===== src/rtl/fm_freq_demod.sv =====
// fm_freq_demod
//   Receive side of the FM distance link. The comparator output of the NCO
//   sine (~290-310 kHz) is synchronised, and its rising edges are counted over
//   a fixed gate window. The count is mapped linearly back to a distance and
//   presented on a valid/ready output.
//
// Ports
//   clk           in   system clock
//   reset         in   synchronous, active-high reset
//   enable        in   1 = run measurements, 0 = go idle after current handshake
//   fm_in         in   asynchronous FM square wave
//   ready         in   downstream accepts result
//   valid         out  result (distance, edge_count, out_of_range) is valid
//   distance      out  recovered distance, 0..MAX_DIST
//   edge_count    out  raw rising-edge count of the last window
//   out_of_range  out  edge_count < LOW_COUNT or > HIGH_COUNT
//   busy          out  1 while in GATE or CONVERT
module fm_freq_demod #(
    parameter int unsigned WIDTH          = 13,
    parameter int unsigned CNT_WIDTH      = 16,
    parameter int unsigned GATE_CYCLES    = 50000,
    parameter int unsigned SYNC_STAGES    = 2,
    parameter int unsigned LOW_COUNT      = 290,
    parameter int unsigned HIGH_COUNT     = 310,
    parameter int unsigned DIST_PER_COUNT = 100,
    parameter int unsigned MAX_DIST       = 2000
) (
    input  logic                 clk,
    input  logic                 reset,
    input  logic                 enable,
    input  logic                 fm_in,
    input  logic                 ready,
    output logic                 valid,
    output logic [WIDTH-1:0]     distance,
    output logic [CNT_WIDTH-1:0] edge_count,
    output logic                 out_of_range,
    output logic                 busy
);

    localparam int unsigned GATE_W = $clog2(GATE_CYCLES + 1);
    localparam int unsigned PROD_W = CNT_WIDTH + WIDTH;

    typedef enum logic [1:0] {
        IDLE,
        GATE,
        CONVERT,
        PRESENT
    } state_t;

    state_t state_q, state_d;

    logic [SYNC_STAGES-1:0] sync_q;
    logic                   prev_q;
    logic                   rise;

    logic [GATE_W-1:0]      gate_cnt;
    logic [CNT_WIDTH-1:0]   edge_cnt;
    logic                   gate_last;
    logic                   handshake;
    logic                   clear_cnt;

    logic [PROD_W-1:0]      excess;
    logic [PROD_W-1:0]      product;
    logic [WIDTH-1:0]       dist_calc;
    logic                   oor_calc;

    // Input synchroniser followed by one history flop for edge detection.
    always_ff @(posedge clk) begin
        if (reset) begin
            sync_q <= '0;
            prev_q <= 1'b0;
        end else begin
            sync_q <= {sync_q[SYNC_STAGES-2:0], fm_in};
            prev_q <= sync_q[SYNC_STAGES-1];
        end
    end

    assign rise      = sync_q[SYNC_STAGES-1] & ~prev_q;
    assign gate_last = (gate_cnt == GATE_W'(GATE_CYCLES - 1));
    assign handshake = valid & ready;

    always_ff @(posedge clk) begin
        if (reset) begin
            state_q <= IDLE;
        end else begin
            state_q <= state_d;
        end
    end

    always_comb begin
        state_d   = state_q;
        busy      = 1'b0;
        clear_cnt = 1'b0;
        case (state_q)
            IDLE: begin
                if (enable) begin
                    state_d   = GATE;
                    clear_cnt = 1'b1;
                end
            end
            GATE: begin
                busy = 1'b1;
                if (!enable) begin
                    state_d = IDLE;
                end else if (gate_last) begin
                    state_d = CONVERT;
                end
            end
            CONVERT: begin
                busy    = 1'b1;
                state_d = PRESENT;
            end
            PRESENT: begin
                if (handshake) begin
                    state_d   = enable ? GATE : IDLE;
                    clear_cnt = enable;
                end
            end
            default: state_d = IDLE;
        endcase
    end

    // Counting stops the moment enable drops; an aborted window is cleared
    // again on the next entry to GATE, so its partial counts never escape.
    always_ff @(posedge clk) begin
        if (reset) begin
            gate_cnt <= '0;
            edge_cnt <= '0;
        end else if (clear_cnt) begin
            gate_cnt <= '0;
            edge_cnt <= '0;
        end else if (state_q == GATE && enable) begin
            gate_cnt <= gate_cnt + GATE_W'(1);
            if (rise && edge_cnt != '1) begin
                edge_cnt <= edge_cnt + CNT_WIDTH'(1);
            end
        end
    end

    // Distance mapping; the product is kept at full width so the clamp sees
    // the true value even when it exceeds the output width.
    always_comb begin
        excess    = PROD_W'(edge_cnt) - PROD_W'(LOW_COUNT);
        product   = excess * PROD_W'(DIST_PER_COUNT);
        oor_calc  = (32'(edge_cnt) < LOW_COUNT) || (32'(edge_cnt) > HIGH_COUNT);
        dist_calc = '0;
        if (32'(edge_cnt) <= LOW_COUNT) begin
            dist_calc = '0;
        end else if (32'(edge_cnt) >= HIGH_COUNT) begin
            dist_calc = WIDTH'(MAX_DIST);
        end else if (product > PROD_W'(MAX_DIST)) begin
            dist_calc = WIDTH'(MAX_DIST);
        end else begin
            dist_calc = product[WIDTH-1:0];
        end
    end

    always_ff @(posedge clk) begin
        if (reset) begin
            valid        <= 1'b0;
            distance     <= '0;
            edge_count   <= '0;
            out_of_range <= 1'b0;
        end else if (state_q == CONVERT) begin
            valid        <= 1'b1;
            distance     <= dist_calc;
            edge_count   <= edge_cnt;
            out_of_range <= oor_calc;
        end else if (state_q == PRESENT && handshake) begin
            valid        <= 1'b0;
        end
    end

endmodule


===== config.mk =====
export PLATFORM = sky130hd
export DESIGN_NAME = fm_freq_demod
export DESIGN_NICKNAME = d
export VERILOG_FILES = /design/src/rtl/fm_freq_demod.sv
export SDC_FILE = /design/constraint.sdc
export NUM_CORES = 1
export LEC_CHECK = 0
export BUFFER_PORTS_ARGS = -buffer_cell sky130_fd_sc_hd__buf_2
export CAP_MARGIN = 20
export CORE_MARGIN = 2
export CORE_UTILIZATION = 54
export DETAILED_ROUTE_END_ITERATION = 6
export PLACE_DENSITY = 0.76
export SETUP_SLACK_MARGIN = 0.3
export SYNTH_ARGS = -nofsm -noshare
export SYNTH_HDL_FRONTEND = slang
export SYNTH_SLANG_ARGS = --single-unit

===== constraint.sdc =====
create_clock -name clk -period 5.7 [get_ports clk]
set_input_delay 0.855 -clock clk [delete_from_list [all_inputs] [get_ports clk]]
set_output_delay 0.855 -clock clk [all_outputs]
set_load 0.02 [all_outputs]

# Word-level counts from Yosys, hierarchy flattened
# Cells that the tools add are included.
[classes]
add_sub_neg = 3
multipliers = 1
n_div = 0
order_cmp = 5
n_eq_ne = 8
shift = 0
n_mux = 15
n_bitwise = 3
n_reduce_logical = 10
[ops]
columns = ["cell", "count"]
rows = [
  ["$mux W13", 3],
  ["$add A16 B1 Y16 const B", 2],
  ["$gt A29 B11 Y1 const B", 1],
  ["$mul A29 B5 Y27 const B", 1],
  ["$sub A16 B9 Y17 const B", 1],
  ["$eq A16 B16 Y1 const B", 1],
  ["$ge A16 B9 Y1 const B", 1],
  ["$gt A16 B9 Y1 const B", 1],
  ["$le A16 B9 Y1 const B", 1],
  ["$lt A16 B9 Y1 const B", 1],
  ["$ne A16 B16 Y1 const B", 1],
  ["$mux W2", 4],
  ["$pmux W2 S4", 1],
  ["$mux W1", 6],
  ["$eq A2 B2 Y1 const B", 2],
  ["$ne A2 B2 Y1 const B", 2],
  ["$reduce_or A2 Y1", 2],
  ["$logic_and A1 B1 Y1", 3],
  ["$ne A3 B3 Y1 const B", 1],
  ["$reduce_and A3 Y1", 1],
  ["$and A1 B1 Y1", 2],
  ["$eq A2 B1 Y1 const B", 1],
  ["$logic_not A2 Y1", 1],
  ["$pmux W1 S2", 1],
  ["other kinds (4)", 4],
]
[word_totals]
regBits = 68
latchBits = 0
mem_bits_rw = 0
mem_bits_ro = 0
input_bits = 5
out_inout_bits = 32
wordCells = 54
mem_count = 0

# Longest topological paths before layout
# Gate-level depths: netlist (run 1).
[depth]
ltp_word = 6
mapped_depth = 22
mapped_depth_nobuf = 20

# Worst setup path before layout (run 1)
# OpenSTA, ideal clock, no wires.
[synth_timing]
path_type = "register -> register"
start = "register edge_cnt[2]"
end = "register distance[10]"
setup_time_ns = 0.157
t_arrival_ns = 4.648
setup_slack_ns = 0.896
stages_incl_launch_ff = 18
path_buffers = 1
synth_period_minus_slack_ns = 4.804
path_cell_list = "dfxtp_1 -> buf_6 -> o41ai_1 -> a21boi_2 -> nor2_1 -> xor2_1 -> ha_1 -> ha_1 -> fa_1 -> ha_1 -> a21o_1 -> a211oi_1 -> nand2_1 -> o21ai_0 -> o31ai_1 -> mux2_1 -> a211oi_1 -> a221oi_1"
[synth_between]
elab_chain_cells = 6
word_cells_on_any_way = 8
cone_classes = "1 x add/sub; 1 x mul; 3 x order compare; 3 x mux"
[synth_lines]
columns = ["element", "line_no", "source"]
rows = [
  ["start: declaration", "57", "logic [CNT_WIDTH-1:0] edge_cnt;"],
  ["start signal: assignment", "135", "edge_cnt <= edge_cnt + CNT_WIDTH'(1);"],
  ["$sub A16 B9 Y17", "143", "excess = PROD_W'(edge_cnt) - PROD_W'(LOW_COUNT);"],
  ["$mul A29 B5 Y27", "144", "product = excess * PROD_W'(DIST_PER_COUNT);"],
  ["$gt A29 B11 Y1", "151", "end else if (product > PROD_W'(MAX_DIST)) begin"],
  ["$mux W13", "151", ""],
  ["$mux W13", "149", "end else if (32'(edge_cnt) >= HIGH_COUNT) begin"],
  ["$mux W13 (*)", "147", "if (32'(edge_cnt) <= LOW_COUNT) begin"],
  ["end signal: assignment", "166", "distance <= dist_calc;"],
  ["end: declaration", "34", "output logic [WIDTH-1:0] distance,"],
]
# Mark *: on every way between the ends. The rest lies on a longest branch, timed or not.
# A chain may end at the register's enable or synchronous reset.

# Worst setup path after layout (run 1)
[layout_timing]
start = "register edge_cnt[2]"
end = "register distance[8]"
# Same word-level chain as after synthesis.

==> flow_summary_export.csv, run 1 <==
group,metric,value,unit
place,placed_area,5170,sq um
clock_network,htree_num_levels,3,
detailed_routing,num_vias,4046,
global_routing,grt_pass1_vias,3972,
cells_and_area,final_cells,711,
pwr,powerDensity,172,nW/um^2
sta,tns,0,ps
clock_network,clock_sinks,66,
sta,setup-violations-final,0,
floorplan,initial_core_util,54.8,%
synthesis,ys_seq_area_share,26.6,%
clock_network,cts_hold_buffers,0,
detailed_routing,drc,0,
place,portBuffers,34,
setup_path,cp-start-kind,"register",
sta,fin_crit_sh,88.2,%
cells_and_area,final_common_cell,"nor2_1",
run,drv_cap,0,
synthesis,async_flop_share,0,%
cells_and_area,layout-drive-gt1-share,11.2,%
pwr,fin_total_pwr,0.000930,W
cells_and_area,fin_area,5410,sq um
hold_path,worstHoldPathType,"register to register",
clock_network,numCtsBuffers,9,
sta,fin_crit,5020,ps
sta,hold_viol_final,0,
global_routing,grt_max_degree,34,
setup_path,worstPathRequired,5870,ps
detailed_routing,viasPerCell,5.69,
clock_network,clk_latency,340,ps
detailed_routing,wl_per_cell,14.4,um
cells_and_area,antenna_cells_inserted,0,
cells_and_area,final_cell_mix,"74 x nor2_1, 64 x dfxtp_1, 61 x ha_1",
floorplan,die_h,99.9,um
pwr,p_seq_share,50.5,%
cells_and_area,area_delta_synth_final,8.89,%
pwr,power.leakage,2.28,nW
pwr,comb_power_share,6.6,%
setup_path,cp_max_fo,9,
floorplan,die_w,99.9,um
sta,slew_violations,0,
pwr,irDropWorstVdd,197,uV
place,globalplace.congestion,0.865,
global_routing,antenna_found_initial,0,
synthesis,synth_ff_type,"dfxtp_1",
clock_network,clockBufferDepth,2,
pwr,p_sw_share,24.5,%
global_routing,grt_remaining_overflow,0,
synthesis,ys_warn_count,0,
cells_and_area,fin_util,59.7,%
setup_path,crit_start,"edge_cnt[2]",
run_status,status,"finished clean",
cells_and_area,nNetsFinal,677,
detailed_routing,drt_iter0_drc,195,
place,numPlacedInstances,694,
floorplan,rows,35,
hold_path,whs_path_depth,1,
clock_network,path_clk_slew,70,ps
setup_path,r2r-start,"edge_cnt[2]",
sta,finalClockSkew,6.88,ps
setup_path,r2r_cells,19,
setup_path,crit_path_end_kind,"register",
sta,tightest_slew,1030,ps
place,dpl.hpwl,7820,um
clock_network,clock-root-buffer,"clkbuf_8",
setup_path,criticalPathCategory,"register to register",
sta,slew_headroom,30.4,%
detailed_routing,totalWireLength,10200,um
pwr,p_int,0.000702,W
hold_path,hp-start,"sync_q[0]",
setup_path,cp.arrival,5190,ps
detailed_routing,antenna_left,0,
sta,max_freq,199,MHz
detailed_routing,first_pass_iters,5,
synthesis,synth_cells,575,
pwr,power.share.clock,42.9,%
pwr,switchingPower,0.000228,W
synthesis,synth_cell_types,59,
floorplan,pin_count,37,
synthesis,avgSynthCellArea,8.64,sq um
global_routing,track_usage,21.7,%
synthesis,synthesis.area,4970,sq um
synthesis,synth_enable_flop_cells,0,
floorplan,die_area,9980,sq um
floorplan,core-area,9060,sq um
global_routing,grt_pass1_wl,17800,um
clock_network,tritoncts,"built",
sta,rsz0062_at_grt,"false",
synthesis,ys_seq_elements,66,
-- worst max-delay path: stages, from the launching register on --
cell and delay, ps:
dfxtp_1 390, inv_1 160, ha_1 230, nand2_1 110, a21o_1 220, xnor2_1 310
ha_1 310, ha_1 290, inv_1 50, fa_1 510, inv_1 50, ha_1 450
o21ai_0 190, a22oi_1 210, o211ai_1 190, o21ai_0 280, xor2_1 100, nor4_1 280
and4_2 410, a221oi_1 110
-- power groups by stage --
stage | registers (W) | clock network [W] | logic, W
4_1_cts | 0.000470 | 0.000405 | 0.0000608
3_5_place_dp | 0.000480 | 0 | 0.0000607
3_3_place_gp | 0.000480 | 0 | 0.0000584
5_1_grt | 0.000470 | 0.000433 | 0.0000673
6_report | 0.000470 | 0.000399 | 0.0000612
2_1_floorplan | 0.000480 | 0 | 0.0000445
-- sequential cells by signal, indices dropped and copies added, names as in the netlist, named ones only --
signal	flops
edge_cnt	16
edge_count	16
gate_cnt	16
distance	11
sync_q	2
out_of_range	1
prev_q	1
state_q	1
valid	1
-- metal layers --
| metal | up-vias | part of all wire (%) | global-route usage, % |
|---|---|---|---|
| met2 | 69 | 50 | 36.2 |
| met1 | 1919 | 46 | 28.6 |
| met5 | - | 0 | 0 |
| met4 | 0 | 2.2 | 8.54 |
| met3 | 20 | 2.4 | 2.72 |
| li1 | 2038 | - | - |
-- synth_stat cells (4+ instances only) --
| library cell | number | area [sq um] |
|---|---|---|
| xnor2_1 | 20 | 175 |
| nor3b_1 | 4 | 30.0 |
| a221oi_1 | 7 | 61.3 |
| and3_1 | 7 | 43.8 |
| o21a_1 | 4 | 30.0 |
| nand2_1 | 45 | 169 |
| mux2i_1 | 19 | 190 |
| or3_1 | 7 | 43.8 |
| a211oi_1 | 5 | 37.5 |
| xor2_1 | 32 | 280 |
| nand2b_1 | 7 | 43.8 |
| nor4_1 | 7 | 43.8 |
| dfxtp_1 | 66 | 1320 |
| o21ai_0 | 17 | 85.1 |
| nor2_1 | 74 | 278 |
| o211ai_1 | 5 | 37.5 |
| a31oi_1 | 4 | 25.0 |
| fa_1 | 16 | 320 |
| o31ai_1 | 4 | 30.0 |
| a21oi_1 | 22 | 110 |
| and2_1 | 4 | 25.0 |
| nor3_1 | 6 | 30.0 |
| clkbuf_1 | 20 | 75.1 |
| inv_1 | 37 | 139 |
| nor2b_1 | 5 | 31.3 |
| a21o_1 | 6 | 45.0 |
| ha_1 | 61 | 763 |
| nand3_1 | 11 | 55.1 |
-- final cells by class --
class                           count  area, sq um
Clock inverter                      5         62.6
Fill cell                         805         3650
Multi-Input combinational cell    443         3400
Tap cell                          111          139
Sequential cell                    66         1320
Inverter                           37          139
Timing Repair Buffer               38          208
Clock buffer                       11          141
-- metrics by stage --
| stage | setup WS, ps | hold WS, ps |
|---|---|---|
| global placement | 583 | 429 |
| global route | 329 | 463 |
| CTS | 425 | 454 |
| floorplan | 896 | 414 |
| detailed placement | 442 | 435 |
| finish | 675 | 454 |
-- logic make-up (layout without fill, tap and decap cells) --
family          Yosys count  after routing  synth area share [%]
flops                    66             66                  26.6
mux                      21             21                  4.28
compound gates           96             96                  13.2
xor+xnor                 52             52                  9.17
simple gates            195            195                  19.2
buf+inv                  67             91                  5.67
fa+ha+maj                77             77                  21.8
other cells               1              2                0.0755
-- timing repair --
item,in CTS,in global routing
setup endpoints to repair,0,9
setup buffers,0,0
resized for setup,0,7
-- path summary, 6_finish.rpt --
kind | to | slack, ps
worst max-delay path | distance[8] | 680
worst min-delay path | sync_q[1] | 450
worst max register to register | distance[8] | 680
worst min register to register | sync_q[1] | 450
Power figures use the tool's default switching activity.
==> run 2: changes to the inputs <==
- CAP_MARGIN: 20 -> default
- REMOVE_ABC_BUFFERS: default -> 1
- clock period: 5.7 -> 5.3 ns (I/O delays scaled with it)
==> run 2 against run 1 <==
  * Hold slack better by 5.4 ps
  * Utilization is 3.9 points higher
  * Non-clock buffer count is 14 higher
  * Total power is 16% higher
  * Combinational power is 9.8% higher
  * Die area stayed put
  * Fmax is 3.9% higher
  * Critical path type unchanged
  * Largest cell class unchanged
==> flow_summary_export.csv, run 2 (synthesis results as in run 1) <==
group,metric,value,unit
detailed_routing,wl_per_cell,15.8,um
clock_network,tritoncts,"built",
sta,setup-violations-final,0,
global_routing,met2_usage,41.2,%
detailed_routing,first_pass_iters,4,
global_routing,met1_usage,28.2,%
clock_network,clockBufferDepth,2,
clock_network,cts_hold_buffers,0,
cells_and_area,nNetsFinal,692,
sta,rsz0062_at_grt,"false",
sta,max_freq,207,MHz
global_routing,grt_max_degree,34,
cells_and_area,final_cell_mix,"73 x nor2_1, 60 x dfxtp_1, 57 x ha_1",
sta,slew_headroom,20.6,%
setup_path,worstPathRequired,5480,ps
clock_network,clk_latency,350,ps
setup_path,cp_cell_sequence,"inv_2, ha_2, nand2_2, a21o_1, o21ai_4, xor2_1, ha_1, ha_1, fa_1, ha_2, nor2b_1, a31oi_1, o21ai_0, a221oi_1, o2111ai_1, nor4_2, and4_4, a221oi_1",
floorplan,die_w,99.9,um
place,dpl.hpwl,8090,um
hold_path,worstHoldPathType,"register to register",
pwr,powerDensity,187,nW/um^2
global_routing,grt_pass1_vias,3978,
pwr,switchingPower,0.000239,W
pwr,power.share.clock,47.0,%
floorplan,die_h,99.9,um
pwr,p_seq_share,46.8,%
cells_and_area,top_regs,"edge_cnt x16, edge_count x16, gate_cnt x16",
setup_path,criticalPathCategory,"register to register",
pwr,power.leakage,2.40,nW
pwr,comb_power_share,6.2,%
setup_path,cp-start-kind,"register",
cells_and_area,antenna_cells_inserted,0,
pwr,p_sw_share,22.2,%
place,globalplace.congestion,0.957,
floorplan,core-area,9060,sq um
sta,tightest_slew,1190,ps
pwr,p_int,0.000839,W
floorplan,rows,35,
sta,hold_viol_final,0,
global_routing,grt_pass1_wl,18600,um
detailed_routing,num_vias,4200,
global_routing,track_usage,23.0,%
sta,tns,0,ps
detailed_routing,antenna_left,0,
floorplan,pin_count,37,
sta,slew_violations,0,
setup_path,cp.arrival,5010,ps
run,drv_cap,0,
global_routing,antenna_found_initial,0,
pwr,irDropWorstVdd,198,uV
floorplan,die_area,9980,sq um
clock_network,htree_num_levels,3,
setup_path,cpPeakStageDelay,520,ps
detailed_routing,drt_iter0_drc,184,
global_routing,grt_remaining_overflow,0,
detailed_routing,drc,0,
setup_path,crit_path_end_kind,"register",
sta,finalClockSkew,11.4,ps
cells_and_area,fin_util,63.5,%
clock_network,path_clk_slew,80,ps
cells_and_area,layout-drive-gt1-share,18.5,%
cells_and_area,final_cells,726,
floorplan,initial_core_util,54.8,%
run_status,status,"finished clean",
setup_path,timing.critical_path.buf_inv,1,
detailed_routing,viasPerCell,5.79,
clock_network,clock_sinks,66,
clock_network,clock-root-buffer,"clkbuf_8",
global_routing,gr-usage-met3,3.97,%
detailed_routing,totalWireLength,11500,um
setup_path,crit_family,"adder cells",
sta,fin_crit,4840,ps
sta,fin_crit_sh,91.3,%
setup_path,critical-path-slowest-cell,"fa_1",
setup_path,cp_max_fo,8,
place,numPlacedInstances,699,
place,portBuffers,34,
global_routing,grt_busiest_layer,"met2",
cells_and_area,final_common_cell,"nor2_1",
cells_and_area,area_delta_synth_final,15.9,%
clock_network,numCtsBuffers,9,
## run 2: layer usage
metal	share of wire (%)	routed length (um)
met5	0	0
met3	2.6	297
met1	43	4970
met2	51	5860
met4	3.3	379
## run 2: final cells by class
class | instances | area, sq um
timing repair buffer | 52 | 305
inverter | 37 | 139
tap | 111 | 139
multi-input combinational | 444 | 3600
clock buffer | 13 | 179
fill | 751 | 3310
clock inverter | 3 | 68.8
sequential | 66 | 1330
## run 2: power groups by stage
stage | clock network [W] | logic (W) | registers [W]
after floorplan | 0 | 0.0000415 | 0.000516
after CTS | 0.000513 | 0.0000679 | 0.000505
after global routing | 0.000537 | 0.0000736 | 0.000505
final | 0.000507 | 0.0000672 | 0.000504
after global placement | 0 | 0.0000629 | 0.000516
after detailed placement | 0 | 0.0000664 | 0.000516
## run 2: worst paths after layout
kind	start	endpoint	slack [ps]	cells past startpoint
max	edge_cnt[2]	distance[4]	460	18
min	sync_q[0]	sync_q[1]	460	1
max reg2reg	edge_cnt[2]	distance[4]	460	18
min reg2reg	sync_q[0]	sync_q[1]	460	1
## run 2: worst reg2reg max path: cells and delay by family (launching register included)
family | cells | cell delay (ps)
adder cells (fa/ha/maj) | 5 | 1640
XOR/XNOR | 1 | 220
AO/OA/AOI/OAI | 7 | 1370
buffers and inverters | 1 | 90
AND/OR/NAND/NOR | 4 | 990
flip-flops | 1 | 380
## run 2: stage by stage
stage | power (W) | instance area [sq um] | hold WS (ps) | setup slack (ps)
final | 0.00108 | 5760 | 460 | 462
after global routing | 0.00112 | 5760 | 472 | 245
after CTS | 0.00109 | 5500 | 461 | 308
after detailed placement | 0.000583 | 5210 | 427 | 50.4
after global placement | 0.000579 | 5210 | 423 | 199
after floorplan | 0.000557 | 4830 | 414 | 510
## run 2: timing repair
item / 4_1_cts / 5_1_grt
setup endpoints to repair: 9 / 9
cloned: 0 / 1
gates resized for setup: 9 / 40
pin swaps: 0 / 12
buffers inserted: 0 / 10
